===== src/rtl/mem_bus_bridge_if.sv =====
// Signal bundle between the core byte bus, the host pad link and the bridge.
interface mem_bus_bridge_if;
  logic       bus_pc;
  logic       bus_mar;
  logic       bus_mdr;
  logic [7:0] core_out;
  logic [7:0] core_in;
  logic       data_ready;
  logic       receive_ready;
  logic [7:0] pad_out;
  logic       pad_strobe;
  logic       pad_ack;
  logic [7:0] pad_in;
  logic       pad_valid;
  logic       pad_rx_ready;
  logic       ovf_err;
  logic       sel_err;

  modport slave (
    input  bus_pc, bus_mar, bus_mdr, core_out, pad_ack, pad_in, pad_valid,
    output core_in, data_ready, receive_ready, pad_out, pad_strobe,
           pad_rx_ready, ovf_err, sel_err
  );

  modport master (
    output bus_pc, bus_mar, bus_mdr, core_out, pad_ack, pad_in, pad_valid,
    input  core_in, data_ready, receive_ready, pad_out, pad_strobe,
           pad_rx_ready, ovf_err, sel_err
  );
endinterface


===== src/rtl/mem_bus_bridge.sv =====
// Core byte bus <-> host pad bridge: tagged 4-entry outbound FIFO with framed TX, single-byte RX.
// Optional trailing checksum byte per frame when BRIDGE_CHECKSUM_EN is defined.
//
// state  | meaning
// IDLE   | nothing on the pad, waiting for a FIFO entry
// HDR    | presenting frame header 8'hA0|tag
// DATA   | presenting the FIFO head byte, popped on ack
// CSUM   | presenting header^byte0^byte1 (checksum build only)
module mem_bus_bridge (
  input  logic            clk,
  input  logic            rst,
  mem_bus_bridge_if.slave bus
);
`ifdef BRIDGE_CHECKSUM_EN
  typedef enum logic [1:0] {S_IDLE, S_HDR, S_DATA, S_CSUM} state_t;
`else
  typedef enum logic [1:0] {S_IDLE, S_HDR, S_DATA} state_t;
`endif

  state_t      r_state, w_state_nxt;
  logic [10:0] r_fifo [4];
  logic [1:0]  r_rd_ptr, r_wr_ptr, r_last_tag;
  logic [2:0]  r_count, w_count_nxt;
  logic [7:0]  r_pad_out, w_pad_out_nxt, r_core_in;
  logic        r_pad_strobe, w_pad_strobe_nxt;
  logic        r_recv_ready, r_ovf_err, r_sel_err, r_data_ready, r_rx_ready;
`ifdef BRIDGE_CHECKSUM_EN
  logic [7:0]  r_csum, w_csum_nxt;
`endif

  logic [1:0]  w_sel_cnt, w_tag;
  logic        w_one_sel, w_multi_sel, w_sof, w_xfer, w_pop, w_push, w_drop, w_capture;
  logic [10:0] w_head, w_launch;
  logic        w_launch_ok;

  assign w_sel_cnt   = {1'b0, bus.bus_pc} + {1'b0, bus.bus_mar} + {1'b0, bus.bus_mdr};
  assign w_one_sel   = (w_sel_cnt == 2'd1);
  assign w_multi_sel = (w_sel_cnt >= 2'd2);
  assign w_tag       = bus.bus_pc ? 2'b01 : (bus.bus_mar ? 2'b10 : 2'b11);
  assign w_sof       = (w_tag != r_last_tag);
  assign w_xfer      = r_pad_strobe & bus.pad_ack;
  assign w_head      = r_fifo[r_rd_ptr];

  // A pop in the same cycle frees the slot, so a full FIFO still accepts the push.
  assign w_push      = w_one_sel & ((r_count != 3'd4) | w_pop);
  assign w_drop      = w_one_sel & (r_count == 3'd4) & ~w_pop;
  assign w_count_nxt = r_count + {2'b00, w_push} - {2'b00, w_pop};
  assign w_capture   = bus.pad_valid & r_rx_ready;

  always_comb begin
    w_state_nxt      = r_state;
    w_pad_out_nxt    = r_pad_out;
    w_pad_strobe_nxt = r_pad_strobe;
    w_pop            = 1'b0;
    w_launch         = w_head;
    w_launch_ok      = 1'b0;
`ifdef BRIDGE_CHECKSUM_EN
    w_csum_nxt       = r_csum;
`endif
    case (r_state)
      S_IDLE: w_launch_ok = (r_count != 3'd0);
      S_HDR: begin
        if (w_xfer) begin
          w_state_nxt   = S_DATA;
          w_pad_out_nxt = w_head[7:0];
        end
      end
      S_DATA: begin
        if (w_xfer) begin
          w_pop = 1'b1;
`ifdef BRIDGE_CHECKSUM_EN
          w_csum_nxt = r_csum ^ w_head[7:0];
          if (!w_head[10]) begin
            w_state_nxt   = S_CSUM;
            w_pad_out_nxt = r_csum ^ w_head[7:0];
          end else begin
            w_launch         = r_fifo[r_rd_ptr + 2'd1];
            w_launch_ok      = (r_count >= 3'd2);
            w_state_nxt      = S_IDLE;
            w_pad_strobe_nxt = 1'b0;
          end
`else
          w_launch         = r_fifo[r_rd_ptr + 2'd1];
          w_launch_ok      = (r_count >= 3'd2);
          w_state_nxt      = S_IDLE;
          w_pad_strobe_nxt = 1'b0;
`endif
        end
      end
`ifdef BRIDGE_CHECKSUM_EN
      S_CSUM: begin
        if (w_xfer) begin
          w_launch_ok      = (r_count != 3'd0);
          w_state_nxt      = S_IDLE;
          w_pad_strobe_nxt = 1'b0;
        end
      end
`endif
      default: w_state_nxt = S_IDLE;
    endcase

    // Start presenting the next entry without an idle bubble when one is already queued.
    if (w_launch_ok) begin
      w_pad_strobe_nxt = 1'b1;
      if (w_launch[10]) begin
        w_state_nxt   = S_HDR;
        w_pad_out_nxt = 8'hA0 | {6'd0, w_launch[9:8]};
`ifdef BRIDGE_CHECKSUM_EN
        w_csum_nxt    = 8'hA0 | {6'd0, w_launch[9:8]};
`endif
      end else begin
        w_state_nxt   = S_DATA;
        w_pad_out_nxt = w_launch[7:0];
      end
    end
  end

  always_ff @(posedge clk) begin
    if (w_push) r_fifo[r_wr_ptr] <= {w_sof, w_tag, bus.core_out};
  end

  always_ff @(posedge clk) begin
    if (rst) begin
      r_state      <= S_IDLE;
      r_rd_ptr     <= 2'd0;
      r_wr_ptr     <= 2'd0;
      r_count      <= 3'd0;
      r_last_tag   <= 2'd0;
      r_pad_out    <= 8'd0;
      r_pad_strobe <= 1'b0;
      r_recv_ready <= 1'b1;
      r_ovf_err    <= 1'b0;
      r_sel_err    <= 1'b0;
      r_core_in    <= 8'd0;
      r_data_ready <= 1'b0;
      r_rx_ready   <= 1'b1;
`ifdef BRIDGE_CHECKSUM_EN
      r_csum       <= 8'd0;
`endif
    end else begin
      r_state      <= w_state_nxt;
      r_pad_out    <= w_pad_out_nxt;
      r_pad_strobe <= w_pad_strobe_nxt;
      r_count      <= w_count_nxt;
      r_recv_ready <= (w_count_nxt <= 3'd2);
      r_last_tag   <= w_one_sel ? w_tag : 2'b00;
      if (w_push) r_wr_ptr <= r_wr_ptr + 2'd1;
      if (w_pop) r_rd_ptr <= r_rd_ptr + 2'd1;
      if (w_drop) r_ovf_err <= 1'b1;
      if (w_multi_sel) r_sel_err <= 1'b1;
      r_data_ready <= w_capture;
      r_rx_ready   <= ~w_capture;
      if (w_capture) r_core_in <= bus.pad_in;
`ifdef BRIDGE_CHECKSUM_EN
      r_csum       <= w_csum_nxt;
`endif
    end
  end

  assign bus.pad_out       = r_pad_out;
  assign bus.pad_strobe    = r_pad_strobe;
  assign bus.receive_ready = r_recv_ready;
  assign bus.ovf_err       = r_ovf_err;
  assign bus.sel_err       = r_sel_err;
  assign bus.core_in       = r_core_in;
  assign bus.data_ready    = r_data_ready;
  assign bus.pad_rx_ready  = r_rx_ready;
endmodule


===== src/flat_wrapper.sv =====
// flat-port wrapper written by rule: the top's interface ports become plain ports
module mem_bus_bridge_flat 
  (clk, rst, bus_bus_pc, bus_bus_mar, bus_bus_mdr, bus_core_out, bus_pad_ack, bus_pad_in, bus_pad_valid, bus_core_in, bus_data_ready, bus_receive_ready, bus_pad_out, bus_pad_strobe, bus_pad_rx_ready, bus_ovf_err, bus_sel_err);
  mem_bus_bridge_if bus_i ();
  input  logic clk;
  input  logic rst;
  input wire logic [$bits(bus_i.bus_pc)-1:0] bus_bus_pc;
  input wire logic [$bits(bus_i.bus_mar)-1:0] bus_bus_mar;
  input wire logic [$bits(bus_i.bus_mdr)-1:0] bus_bus_mdr;
  input wire logic [$bits(bus_i.core_out)-1:0] bus_core_out;
  input wire logic [$bits(bus_i.pad_ack)-1:0] bus_pad_ack;
  input wire logic [$bits(bus_i.pad_in)-1:0] bus_pad_in;
  input wire logic [$bits(bus_i.pad_valid)-1:0] bus_pad_valid;
  output wire logic [$bits(bus_i.core_in)-1:0] bus_core_in;
  output wire logic [$bits(bus_i.data_ready)-1:0] bus_data_ready;
  output wire logic [$bits(bus_i.receive_ready)-1:0] bus_receive_ready;
  output wire logic [$bits(bus_i.pad_out)-1:0] bus_pad_out;
  output wire logic [$bits(bus_i.pad_strobe)-1:0] bus_pad_strobe;
  output wire logic [$bits(bus_i.pad_rx_ready)-1:0] bus_pad_rx_ready;
  output wire logic [$bits(bus_i.ovf_err)-1:0] bus_ovf_err;
  output wire logic [$bits(bus_i.sel_err)-1:0] bus_sel_err;
  assign bus_i.bus_pc = bus_bus_pc;
  assign bus_i.bus_mar = bus_bus_mar;
  assign bus_i.bus_mdr = bus_bus_mdr;
  assign bus_i.core_out = bus_core_out;
  assign bus_i.pad_ack = bus_pad_ack;
  assign bus_i.pad_in = bus_pad_in;
  assign bus_i.pad_valid = bus_pad_valid;
  assign bus_core_in = bus_i.core_in;
  assign bus_data_ready = bus_i.data_ready;
  assign bus_receive_ready = bus_i.receive_ready;
  assign bus_pad_out = bus_i.pad_out;
  assign bus_pad_strobe = bus_i.pad_strobe;
  assign bus_pad_rx_ready = bus_i.pad_rx_ready;
  assign bus_ovf_err = bus_i.ovf_err;
  assign bus_sel_err = bus_i.sel_err;
  mem_bus_bridge u_core (.clk(clk), .rst(rst), .bus(bus_i));
endmodule

===== config.mk =====
export PLATFORM = sky130hd
export DESIGN_NAME = mem_bus_bridge_flat
export DESIGN_NICKNAME = d
export VERILOG_FILES = /design/src/rtl/mem_bus_bridge_if.sv /design/src/rtl/mem_bus_bridge.sv /design/src/flat_wrapper.sv
export SDC_FILE = /design/constraint.sdc
export NUM_CORES = 1
export LEC_CHECK = 0
export CORE_MARGIN = 2
export CORE_UTILIZATION = 40
export CTS_CLUSTER_SIZE = 40
export DETAILED_ROUTE_END_ITERATION = 6
export PLACE_DENSITY = 0.62
export SLEW_MARGIN = 10
export SYNTH_ARGS = -nofsm -noshare
export SYNTH_HDL_FRONTEND = slang
export SYNTH_SLANG_ARGS = --single-unit

===== constraint.sdc =====
create_clock -name clk -period 2.9 [get_ports clk]
set_input_delay 0.435 -clock clk [delete_from_list [all_inputs] [get_ports clk]]
set_output_delay 0.435 -clock clk [all_outputs]
set_load 0.05 [all_outputs]

==> results of run 1 <==
## through the flow
stage,worst slack (ns),hold WS [ns],std cells
floorplan,0.361,0.513,268
global placement,0.132,0.437,422
detailed placement,0.0836,0.445,422
CTS,0.437,0.457,438
global route,0.277,0.479,438
finish,0.430,0.453,438
## power breakdown
part / internal, mW / switching [mW]
Clock: 0.404 / 0.412
Sequential: 1.31 / 0.0902
Combinational: 0.356 / 0.554
## worst max-delay path, delay by kind of cell
kind            cells  cell delay [ns]
compound gates      2             0.31
xor+xnor            1             0.16
fa+ha+maj           3             0.95
buf+inv             3             0.63
simple gates        2             0.26
## cell type report
type                    count  area, sq um
inverters                  16         60.1
clock buffers              10          128
multi-input cells         161         1460
clock inverters             6         70.1
flip-flops and latches     79         2020
repair buffers             58          546
fillers                   751         4350
well taps                 108          135
## logic make-up (layout without fill, tap and decap cells)
group | after synthesis | in the layout | share of synthesized area, %
simple gates | 77 | 77 | 9.71
compound gates | 45 | 45 | 9.47
flops | 79 | 79 | 55.4
mux | 25 | 25 | 16.0
fa+ha+maj | 9 | 9 | 3.50
buf+inv | 28 | 90 | 4.70
xor+xnor | 5 | 5 | 1.20
## metal layers
| metal | global-route usage [%] | share of wire (%) | vias up |
|---|---|---|---|
| met3 | 3.65 | 3.2 | 9 |
| li1 | - | - | 1111 |
| met2 | 23.9 | 46 | 41 |
| met1 | 21.8 | 49 | 1087 |
| met4 | 6.11 | 1.7 | 0 |
| met5 | 0 | 0 | - |
## state kept, by name (all words and copies together), names as in the netlist, 2 cells and up, named ones only
signal,flops
u_core.r_fifo,44
u_core.bus.core_in,8
u_core.bus.pad_out,8
u_core.r_count,3
u_core.r_last_tag,2
u_core.r_rd_ptr,2
u_core.r_state,2
u_core.r_wr_ptr,2
## layout by cell type (no fill, tap or decap), types with 5 or more instances in the layout
master,n
o21ai_0,5
clkdlybuf4s50_1,44
nor2_1,24
mux4_2,9
dfxtp_1,35
mux4_1,10
ha_1,7
clkbuf_8,9
a211oi_1,5
edfxtp_1,44
a21oi_1,14
buf_4,14
inv_1,16
nand3_1,10
a31oi_1,5
nand2_1,27
and2_1,6
## path summary, 6_finish.rpt
kind	from	end	cells past startpoint
worst max-delay path	bus_bus_pc	u_core.bus.receive_ready$_SDFF_PP1_	11
worst min-delay path	u_core.bus.sel_err$_SDFFE_PP0P_	u_core.bus.sel_err$_SDFFE_PP0P_	2
worst max register to register	u_core.r_state[1]$_SDFFE_PP0P_	u_core.bus.receive_ready$_SDFF_PP1_	9
worst min register to register	u_core.bus.sel_err$_SDFFE_PP0P_	u_core.bus.sel_err$_SDFFE_PP0P_	2
==> results.json, run 1 <==
{
  "end_kind": "flop",
  "fin_tns_setup_ns": 0,
  "setup_viol": 0,
  "placedInstanceArea_sq_um": 4220,
  "diodes": 0,
  "synthMostInstantiatedCell": "edfxtp_1",
  "worstSetupPathType": "in2reg",
  "cts_setup_buffers": 0,
  "leakage_nw": 1.56,
  "worst_pin_slew_ns": 0.615,
  "synth_nets": 300,
  "numCtsBuffers": 9,
  "ys.flop_type": "edfxtp_1",
  "start_kind": "input pin",
  "dr_total_vias": 2248,
  "core_sq_um": 8760,
  "dieArea_sq_um": 9900,
  "fin_nets": 357,
  "finClkSkew_ns": 0.0148,
  "reg2reg_slack_ns": 0.72,
  "ys_top_cells_by_area": "edfxtp_1, dfxtp_1, mux4_1, mux4_2, nand2_1",
  "maxCapViolCount": 0,
  "drt_wl_total_mm": 7.13,
  "start_util_pct": 41.6,
  "cts_root_buf": "clkbuf_8",
  "gp_congestion": 0.734,
  "drc": 0,
  "fin_util_pct": 50.4,
  "ys_seq_area_share_pct": 55.4,
  "drt_iter0_markers": 171,
  "clockBufferDepth": 2,
  "crit_chain": "clkdlybuf4s50_1, inv_1, fa_1, nand2b_1, a31oi_4, ha_1, inv_1, fa_1, xnor2_1, nor2_1, a21oi_1",
  "synthCells": 268,
  "worstPathMaxFanout": 3,
  "area_delta_synth_final_pct": 21.0,
  "ant_nets": 0,
  "grt.overflow.total": 0,
  "rsz0062_at_grt": "no",
  "yosys.area.top_type": "edfxtp_1",
  "htree_levels": 3,
  "drv_slew": 0,
  "period_needed_ns": 2.47,
  "slowest_delay_ns": 0.51,
  "outcome": "finished clean",
  "synth_edf_count": 44,
  "wire_per_inst_microns": 16.3,
  "synth_top_area_share_pct": 36.2,
  "fp.dieW_microns": 99.5,
  "avgSynthCellArea_sq_um": 13.6,
  "vias_per_cell": 5.13,
  "portBuffers": 44,
  "antenna_found_initial": 0,
  "post_synth_instance_area_sq_um": 3650,
  "grt_pass1_vias": 2262,
  "ys_ff_latch": 79,
  "grt_pass1_wl_mm": 11.8,
  "dp_hpwl_mm": 4.99,
  "final_area_sq_um": 4420,
  "hold_violations": 0,
  "die_h_microns": 99.5,
  "async_reset_ff_share_pct": 0,
  "power_mw": 3.13,
  "hold_class": "reg2reg",
  "cpMaxStageDelayCell": "clkdlybuf4s50_1",
  "clkLatencyLatePin_ns": 0.35,
  "cts_tree": "yes",
  "clock.fmax_ghz": 0.405,
  "drive_above_1_share_pct": 15.5,
  "num_io_pins": 45,
  "crit_required_ns": 3.18,
  "p_per_area_nw_per_um2": 709,
  "fin_crit_sh_pct": 85.2,
  "max-slew-margin-rel_pct": 58.9,
  "worst-endpoint-arrival_ns": 2.75,
  "firstDrtPassIters": 4,
  "irDropWorstVdd_uv": 343,
  "cts.clk_slew.worst_paths_ns": 0.08,
  "grt_max_degree": 33,
  "synth_commonest_cells": "edfxtp_1, dfxtp_1, nand2_1",
  "grt.total_usage_pct": 15.6,
  "cts_sinks": 79,
  "rows": 34,
  "cts_hold_buf": 0,
  "yosysWarnings": 0,
  "cts_resized": 0,
  "synth.distinct_cells": 43
}
Power figures use the tool's default switching activity.
==> inputs of run 2 (changes only) <==
--- a/config.mk
+++ b/config.mk
@@ -5,6 +5,7 @@
 export SDC_FILE = /design/constraint.sdc
 export NUM_CORES = 1
 export LEC_CHECK = 0
+export CAP_MARGIN = 20
 export CORE_MARGIN = 2
 export CORE_UTILIZATION = 40
 export CTS_CLUSTER_SIZE = 40
==> results of run 2 <==
Same layout as run 1: the final DEF is identical, and so are final timing and power.
